$ cat src/rtl/ica_pkg.sv
// Shared state encoding, RAM direction constants and enable decoding for the
// FastICA run sequencer.
package ica_pkg;

  localparam int   COMP_W   = 4;
  localparam logic RW_WRITE = 1'b1;
  localparam logic RW_READ  = 1'b0;

  localparam logic [3:0] S_IDLE     = 4'd0;
  localparam logic [3:0] S_WH_GO    = 4'd1;
  localparam logic [3:0] S_WH_HOLD  = 4'd2;
  localparam logic [3:0] S_WH_WAIT  = 4'd3;
  localparam logic [3:0] S_XF_SETUP = 4'd4;
  localparam logic [3:0] S_XF       = 4'd5;
  localparam logic [3:0] S_XF_END   = 4'd6;
  localparam logic [3:0] S_ICA_WAIT = 4'd7;
  localparam logic [3:0] S_NXT      = 4'd8;
  localparam logic [3:0] S_ICA_GO   = 4'd9;
  localparam logic [3:0] S_ICA_HOLD = 4'd10;
  localparam logic [3:0] S_FIN      = 4'd11;
  localparam logic [3:0] S_ERR      = 4'd12;

  typedef enum logic [3:0] {
    IDLE     = S_IDLE,
    WH_GO    = S_WH_GO,
    WH_HOLD  = S_WH_HOLD,
    WH_WAIT  = S_WH_WAIT,
    XF_SETUP = S_XF_SETUP,
    XF       = S_XF,
    XF_END   = S_XF_END,
    ICA_WAIT = S_ICA_WAIT,
    NXT      = S_NXT,
    ICA_GO   = S_ICA_GO,
    ICA_HOLD = S_ICA_HOLD,
    FIN      = S_FIN,
    ERR      = S_ERR
  } state_e;

  typedef struct packed {
    logic go_whitening;
    logic go_ram1;
    logic rw;
    logic go_fastica;
  } ctrl_t;

  // Engine enables implied by being in a given state.
  function automatic ctrl_t decode(state_e s);
    ctrl_t c;
    c = '0;
    case (s)
      WH_GO, WH_HOLD, WH_WAIT: c.go_whitening = 1'b1;
      XF_SETUP: begin
        c.go_whitening = 1'b1;
        c.go_ram1      = 1'b1;
      end
      XF: begin
        c.go_whitening = 1'b1;
        c.go_ram1      = 1'b1;
        c.rw           = RW_WRITE;
        c.go_fastica   = 1'b1;
      end
      XF_END: begin
        c.go_ram1    = 1'b1;
        c.rw         = RW_READ;
        c.go_fastica = 1'b1;
      end
      ICA_WAIT, ICA_GO, ICA_HOLD: c.go_fastica = 1'b1;
      default: c = '0;
    endcase
    return c;
  endfunction

endpackage

$ cat src/rtl/ica_watchdog.sv
// Wait-state watchdog: counts enabled cycles since the last clear and flags the
// cycle that completes 2**TMO_W-1 consecutive waiting cycles.
module ica_watchdog #(
  parameter int TMO_W = 16
) (
  input  logic clk,
  input  logic rst_n,
  input  logic clr,
  input  logic en,
  output logic expired
);

  // Holding this value means the current cycle is the last one allowed.
  localparam logic [TMO_W-1:0] TMO_LAST = {{(TMO_W-1){1'b1}}, 1'b0};

  logic [TMO_W-1:0] cnt;

  // NOTE: sequential state is written only with non-blocking assignments so
  // every flop samples pre-edge values regardless of process ordering.
  always_ff @(posedge clk or negedge rst_n) begin
    if (!rst_n)   cnt <= '0;
    else if (clr) cnt <= '0;
    else if (en)  cnt <= cnt + TMO_W'(1);
  end

  assign expired = en && (cnt == TMO_LAST);

endmodule

$ cat src/rtl/ica_sequencer.sv
// Run sequencer for the FastICA processor: whitening, RAM1 block transfer, then
// one FastICA pass per component, with start/done handshake and watchdog error.
module ica_sequencer
  import ica_pkg::*;
#(
  parameter int ADDR_W   = 14,
  parameter int XFER_LEN = 126,
  parameter int N_COMP   = 1,
  parameter int TMO_W    = 16
) (
  input  logic              clk,
  input  logic              go,
  input  logic              start,
  input  logic              whitening_busy,
  input  logic              fastica_busy,
  output logic              go_whitening,
  output logic              go_ram1,
  output logic              rw,
  output logic [ADDR_W-1:0] address_sel_mem1,
  output logic              go_fastica,
  output logic              new_one,
  output logic [COMP_W-1:0] comp_idx,
  output logic              busy,
  output logic              done,
  output logic              err
);

  localparam logic [ADDR_W-1:0] ADDR_LAST = ADDR_W'(XFER_LEN - 1);
  localparam logic [COMP_W-1:0] COMP_LAST = COMP_W'(N_COMP - 1);

  state_e            state, next_state;
  ctrl_t             ctrl_q;
  logic [ADDR_W-1:0] addr_nxt;
  logic [COMP_W-1:0] comp_nxt;
  logic              wd_clr, wd_en, wd_expired;

  ica_watchdog #(.TMO_W(TMO_W)) u_watchdog (
    .clk     (clk),
    .rst_n   (go),
    .clr     (wd_clr),
    .en      (wd_en),
    .expired (wd_expired)
  );

  assign wd_clr = (next_state != state);
  assign wd_en  = (state == WH_WAIT) || (state == ICA_WAIT);

  // NOTE: every signal written here gets a default first, so no path through
  // the case statement can leave one unassigned and infer a latch.
  always_comb begin
    next_state = state;
    case (state)
      IDLE:     if (start) next_state = WH_GO;
      WH_GO:    next_state = WH_HOLD;
      WH_HOLD:  next_state = WH_WAIT;
      WH_WAIT:  if (!whitening_busy) next_state = XF_SETUP;
                else if (wd_expired) next_state = ERR;
      XF_SETUP: next_state = XF;
      XF:       if (address_sel_mem1 == ADDR_LAST) next_state = XF_END;
      XF_END:   next_state = ICA_WAIT;
      ICA_WAIT: if (!fastica_busy) next_state = (comp_idx == COMP_LAST) ? FIN : NXT;
                else if (wd_expired) next_state = ERR;
      NXT:      next_state = ICA_GO;
      ICA_GO:   next_state = ICA_HOLD;
      ICA_HOLD: next_state = ICA_WAIT;
      FIN:      next_state = IDLE;
      ERR:      if (start) next_state = WH_GO;
      default:  next_state = IDLE;
    endcase
  end

  // Address and component counters are computed against next_state so they
  // move on the same edge as the enables.
  always_comb begin
    addr_nxt = '0;
    if (next_state == XF && state == XF) addr_nxt = address_sel_mem1 + ADDR_W'(1);
    else if (next_state == XF_END)       addr_nxt = address_sel_mem1;

    comp_nxt = comp_idx;
    if (next_state == WH_GO)    comp_nxt = '0;
    else if (next_state == NXT) comp_nxt = comp_idx + COMP_W'(1);
  end

  always_ff @(posedge clk or negedge go) begin
    if (!go) begin
      state            <= IDLE;
      ctrl_q           <= '0;
      address_sel_mem1 <= '0;
      comp_idx         <= '0;
      new_one          <= 1'b0;
      busy             <= 1'b0;
      done             <= 1'b0;
      err              <= 1'b0;
    end else begin
      state            <= next_state;
      ctrl_q           <= decode(next_state);
      address_sel_mem1 <= addr_nxt;
      comp_idx         <= comp_nxt;
      new_one          <= (next_state == NXT);
      busy             <= !(next_state inside {IDLE, FIN, ERR});
      done             <= (next_state == FIN);
      err              <= (next_state == ERR);
    end
  end

  assign go_whitening = ctrl_q.go_whitening;
  assign go_ram1      = ctrl_q.go_ram1;
  assign rw           = ctrl_q.rw;
  assign go_fastica   = ctrl_q.go_fastica;

endmodule

$ cat config.mk
export PLATFORM = sky130hd
export DESIGN_NAME = ica_sequencer
export DESIGN_NICKNAME = d
export VERILOG_FILES = /design/src/rtl/ica_pkg.sv /design/src/rtl/ica_watchdog.sv /design/src/rtl/ica_sequencer.sv
export SDC_FILE = /design/constraint.sdc
export NUM_CORES = 1
export LEC_CHECK = 0
export CORE_UTILIZATION = 45
export DETAILED_ROUTE_END_ITERATION = 6
export PLACE_DENSITY_LB_ADDON = 0.3
export SLEW_MARGIN = 20
export SYNTH_ARGS = -nofsm -noshare
export SYNTH_HDL_FRONTEND = slang
export SYNTH_SLANG_ARGS = --single-unit
$ cat constraint.sdc
create_clock -name clk -period 2.3 [get_ports clk]
set_input_delay 0.46 -clock clk [delete_from_list [all_inputs] [get_ports clk]]
set_output_delay 0.46 -clock clk [all_outputs]
set_load 0.02 [all_outputs]
## After elaboration in Yosys (flattened, before gate mapping)

Index checks and enable logic that the tools add are counted.

| storage, ports and cells | value |
|---|---|
| bits in registers | 46 |
| bits of input ports | 5 |

| operators by class | value |
|---|---|
| $add $sub $neg | 3 |
| equal/unequal tests | 27 |
| mux-type cells | 17 |
| reductions and logical operators | 15 |

Operators with widths:

| kind | number |
|---|---|
| $pmux W4 S10 | 1 |
| $eq A4 B4 Y1 const B | 9 |
| $eq A4 B3 Y1 const B | 8 |
| $mux W16 | 2 |
| $mux W14 | 2 |
| $mux W4 | 7 |
| $add A16 B1 Y16 const B | 1 |
| $eq A16 B16 Y1 const B | 1 |
| $eq A4 B2 Y1 const B | 4 |
| $add A14 B1 Y14 const B | 1 |
| $eq A14 B7 Y1 const B | 1 |
| $logic_not A4 Y1 | 3 |
| $reduce_or A5 Y1 | 2 |
| $eq A4 B1 Y1 const B | 2 |
| $add A4 B1 Y4 const B | 1 |
| $mux W1 | 4 |
| $ne A4 B4 Y1 | 1 |
| $reduce_bool A2 Y1 | 2 |
| $reduce_or A2 Y1 | 2 |
| $reduce_bool A3 Y1 | 1 |
| $reduce_or A3 Y1 | 1 |
| $logic_and A1 B1 Y1 | 2 |
| $mux W2 | 1 |
| $ne A2 B2 Y1 const B | 1 |
| 2 further kinds | 2 |

## Logic depth before layout (Yosys ltp)

| logic depth | value |
|---|---|
| depth in word-level cells | 9 |
| gate-level depth with buffers | 9 |
| depth with buffers taken out | 8 |

## Hierarchy

From an unflattened synthesis, not the netlist that was laid out.

| unflattened totals | value |
|---|---|
| cells, all modules | 269 |
| area total of the unflattened synthesis | 2640.0 um2 |

Modules (own cells, without submodules):

| module | times used | cells each | area an instance (um2) | seq. area each (um2) |
|---|---|---|---|---|
| ica_sequencer | 1 | 184 | 1795.5 | 750.7 |
| ica_watchdog | 1 | 85 | 844.6 | 400.4 |

## Least setup slack after synthesis

Ideal clock, no wire load.

| path | value |
|---|---|
| kind | reg-to-reg |
| start | register u_watchdog.cnt[0] |
| end | register comp_idx[3] |
| setup time | 119 ps |
| arrival time | 1998 ps |
| data required time | 2181 ps |
| setup slack | 183 ps |
| stages on the path, launching flop included | 9 |
| path buffers | 0 |
| period minus slack after synthesis | 2117 ps |
| path through | dfrtp_1 -> inv_1 -> ha_1 -> nand4_1 -> or4_1 -> a211oi_1 -> nand2_1 -> o31a_1 -> o21a_1 |

| between the ends | value |
|---|---|
| cells in the longest elaborated chain, start to end | 7 |
| elaborated cells between the ends (all ways) | 10 |

Ends and longest elaborated chain:

| what | RTL line | source |
|---|---|---|
| start, declared | ica_watchdog.sv:16 | `logic [TMO_W-1:0] cnt;` |
| start signal, assigned | ica_watchdog.sv:23 | `else if (en) cnt <= cnt + TMO_W'(1);` |
| $eq A16 B16 Y1 * | ica_watchdog.sv:26 | `assign expired = en && (cnt == TMO_LAST);` |
| $logic_and A1 B1 Y1 * | ica_watchdog.sv:26 |  |
| $mux W4 * | ica_sequencer.sv:57, ica_sequencer.sv:62 |  |
| $mux W4, on equally long branches | ica_sequencer.sv:61, ica_sequencer.sv:56 |  |
| $pmux W4 S10 * | ica_sequencer.sv:52 | `case (state)` |
| $eq A4 B1 Y1 / $eq A4 B4 Y1 (equally long branches) | ica_sequencer.sv:80, ica_sequencer.sv:81 |  |
| $mux W4 / $reduce_bool A2 Y1 (equally long branches) | -- |  |
| end signal, assigned | ica_sequencer.sv:98 | `comp_idx <= comp_nxt;` |
| end, declared | ica_sequencer.sv:22 | `output logic [COMP_W-1:0] comp_idx,` |

Every way passes the cells marked *; elsewhere a longest branch is shown, timed or not.
A chain may end at the register's enable or synchronous reset.

## Worst setup path after layout

| path | value |
|---|---|
| start | register u_watchdog.cnt[11] |
| end | register comp_idx[2] |

The elaborated chain is that of the path after synthesis.

==> results.md <==
* Delay of the slowest critical-path stage at 0.59 ns
* Multi-input logic area at about 1200 um2
* GR Util met1 at between 20% and 30%
* Mapped Area at 2440 um2
* CTS tree: yes
* Slew margin rel. at about two thirds
* Critical R2R Launch: u_watchdog.cnt[11]
* Count of pins over their slew limit at 0
* Synth Net Count at between 200 and 300
* Detailed Place HPWL at 3.56 mm
* Initial core utilization at about 47%
* CP Class: flop to flop
* Core area at around 5200 um2
* Root Driver: clkbuf_8
* Fraction of registers with async set or reset after synthesis at 100%
* Starting DRC count in detailed routing at between 150 and 200
* Worst path slowest cell: or4_4
* Share of layout cells above drive strength 1 at between 10 and 15%
* Area grow syn2layout at 24.8%
* Pin count of the biggest net entering global routing at 23
* Post-synthesis register bit count at 46
* Ports at 31
* Global route hottest layer: met2
* Setup TNS at 0 ns
* Final setup fails at 0
* I/O Buffers at 30
* Max Cap Viol at 0
* CP cell instances: nand4_2 > or4_4 > or3_4 > and3_4 > and4_4 > o21a_1
* Post-CTS Setup Repair Bufs at 0
* Worst vdd ir at 0.294 mV
* Height of the die at ~76 um
* Grt met2 use at ~30%
* First-pass GRT wire length at 8.29 mm
* Tot GR Track Use at a little under a fifth
* Crit share post-route at a little over nine tenths
* Flop2flop setup slack at approximately 0.12 ns
* Placed inst area at 2960 um2
* Aggregate global routing overflow at 0
* Clk sink count at 46
* Sequential area share after synthesis at a little under half
* Crit. End Element: flop
* Reg clk slew, reported paths at 0.08 ns
* Clk_skew at slightly below 0.005 ns
* Fill cells at about 420
* Total power at 1290 uW
* Worst endpoint required time at ~2.5 ns
* Status: finished, final reports clean
* HP Class: input pin to async pin
* Final Util at around three fifths
* Worst Setup SP: u_watchdog.cnt[11]
* Initial antenna violation count at 0
* Vias in the first global route at between 1.5k and 2k
* Wirelength per Cell at 12.9 um
* Worst reg2reg path endpoint: comp_idx[2]
* Register area at 1150 um2
* CTS Buffer Depth at 2
* Top_reg_cell synth: dfrtp_1
* Die Span X at 75.7 um
* Max Clk Rate at around 460 MHz
* CP Launch Type: flop
* Critical Path AT at ~2.4 ns
* Overall via count from detail_route at between 1.5k and 2k
* TritonRoute pass-1 iters at 4
* Leakage power at around 0.0012 uW
* Endpoints failing hold at 0
* Cts hold-fix bufs at 0
* Worst-path fanout max at 5
* Antenna diode count at 0
* Placer Congestion at 0.872
* RSZ-0062 raised after global routing: no
* Routed WL at 4.82 mm
* Yosys warning count at 0
* M3 GR Usage at about 3.7%
* Synth cell types at 48
* Worst Reg-to-Reg Cells at 6
* Syn Area/Cell at roughly 9.5 um2
* Final ANT Viol Nets at 0
* Net total in the final layout at 315
* CP endpoint: comp_idx[2]
* Tmin final at 2.18 ns
* Cell Pwr Density at around 420 nW/um2
* Post-synth EDFFs at 0
* Finished Cell Area at 3050 um2
* Rows at 26
* Worst-Margin Slew at 0.473 ns
* # DRC at 0
* Vias per cell at 5.28
* Post-Syn Instances at approximately 260
* Hold Slack at approximately 0.11 ns
* Die area at 5730 um2
* H-Tree Depth at 2
* Clock latency on the worst-skew pair at 0.29 ns
* Total CTS buffers at 5
[state kept, by name, indices dropped and copies added, names as in the netlist]
name and flops:
go_fastica 1, go_whitening 1, comp_idx 4, rw 1
done 1, err 1, go_ram1 1, new_one 1
busy 1, state 4, address_sel_mem1 14, u_watchdog.cnt 16
[cells in the mapped netlist (2+ instances only)]
library cell | count | area share (%)
and2_1 | 4 | 1.0
a211oi_1 | 5 | 1.5
nand2_1 | 15 | 2.3
and4_1 | 2 | 0.72
nand4_1 | 13 | 3.3
nor2_1 | 43 | 6.6
or3_1 | 2 | 0.51
a31oi_1 | 3 | 0.77
o21a_1 | 2 | 0.61
nand2b_1 | 5 | 1.3
a21oi_1 | 7 | 1.4
dfrtp_1 | 46 | 47
inv_1 | 8 | 1.2
ha_1 | 6 | 3.1
nand3b_1 | 3 | 0.92
nor2b_1 | 6 | 1.5
clkbuf_1 | 7 | 1.1
nand4_2 | 2 | 1.0
nor4_1 | 3 | 0.77
a32oi_1 | 2 | 0.72
nand3_1 | 13 | 2.7
buf_2 | 2 | 0.41
o21ai_0 | 9 | 1.8
xnor2_1 | 7 | 2.5
xor2_1 | 18 | 6.5
[layer usage]
metal / up-vias / part of all wire [%]
met5: - / 0
met4: 0 / 1.2
met3: 5 / 2.8
met2: 30 / 48
met1: 946 / 48
li1: 993 / -
[where the power goes]
group | internal (uW) | total, uW | switching, uW
combinational | 9.90 | 29.9 | 20.0
clock | 209 | 451 | 242
sequential | 808 | 808 | 0
total | 1030 | 1290 | 262
[area by class of cell]
cell class / instances / share of cell area [%]
Timing Repair Buffer: 51 / 15.3
Inverter: 8 / 0.984
Multi-Input combinational cell: 192 / 40.6
Sequential cell: 46 / 37.7
Clock buffer: 7 / 2.50
Tap cell: 70 / 2.87
[cell families (layout without fill, tap and decap cells)]
group                      Yosys count  after routing  synth area share, %
and+or+nand+nor                    124            124                 27.4
buffers and inverters               18             66                 2.87
AOI/OAI and AO/OA                   36             36                 10.2
DFF                                 46             46                 47.1
adders and majority gates            6              6                 3.07
muxes                                1              1                0.410
xor gates and xnor gates            25             25                 8.96
[layout by cell type (no fill, tap or decap), types with 7 or more instances in the layout]
| master | Yosys | routed |
|---|---|---|
| dfrtp_1 | 46 | 46 |
| nor2_1 | 43 | 42 |
| clkdlybuf4s50_1 | 0 | 29 |
| buf_4 | 0 | 20 |
| xor2_1 | 18 | 18 |
| nand2_1 | 15 | 15 |
| nand3_1 | 13 | 13 |
| nand4_1 | 13 | 13 |
| o21ai_0 | 9 | 9 |
| inv_1 | 8 | 7 |
| xnor2_1 | 7 | 7 |
[worst max-delay path: cells and delay by family (launching register included)]
| kind | cells | cell delay, ns |
|---|---|---|
| flops | 1 | 0.44 |
| simple gates | 5 | 1.47 |
| compound gates | 1 | 0.16 |
[through the flow]
stage	cells	worst slack [ns]
after floorplan	256	0.183
after global placement	367	0.0255
after detailed placement	367	-0.0307
after CTS	374	0.0633
after global routing	374	0.00395
final	374	0.119
[worst min-delay path by stage]
stage	slack, ns	endpoint
final	0.11	address_sel_mem1[6]
after floorplan	0.16	address_sel_mem1[0]
after CTS	0.13	address_sel_mem1[7]
after detailed placement	0.45	address_sel_mem1[7]
after global routing	0.15	address_sel_mem1[7]
after global placement	0.45	address_sel_mem1[10]
[timing repair]
| item | CTS | global route |
|---|---|---|
| pin swaps | 0 | 4 |
| endpoints found under the setup margin | 1 | 22 |
| gates resized for setup | 1 | 5 |
(Power assumes the default switching activity.)
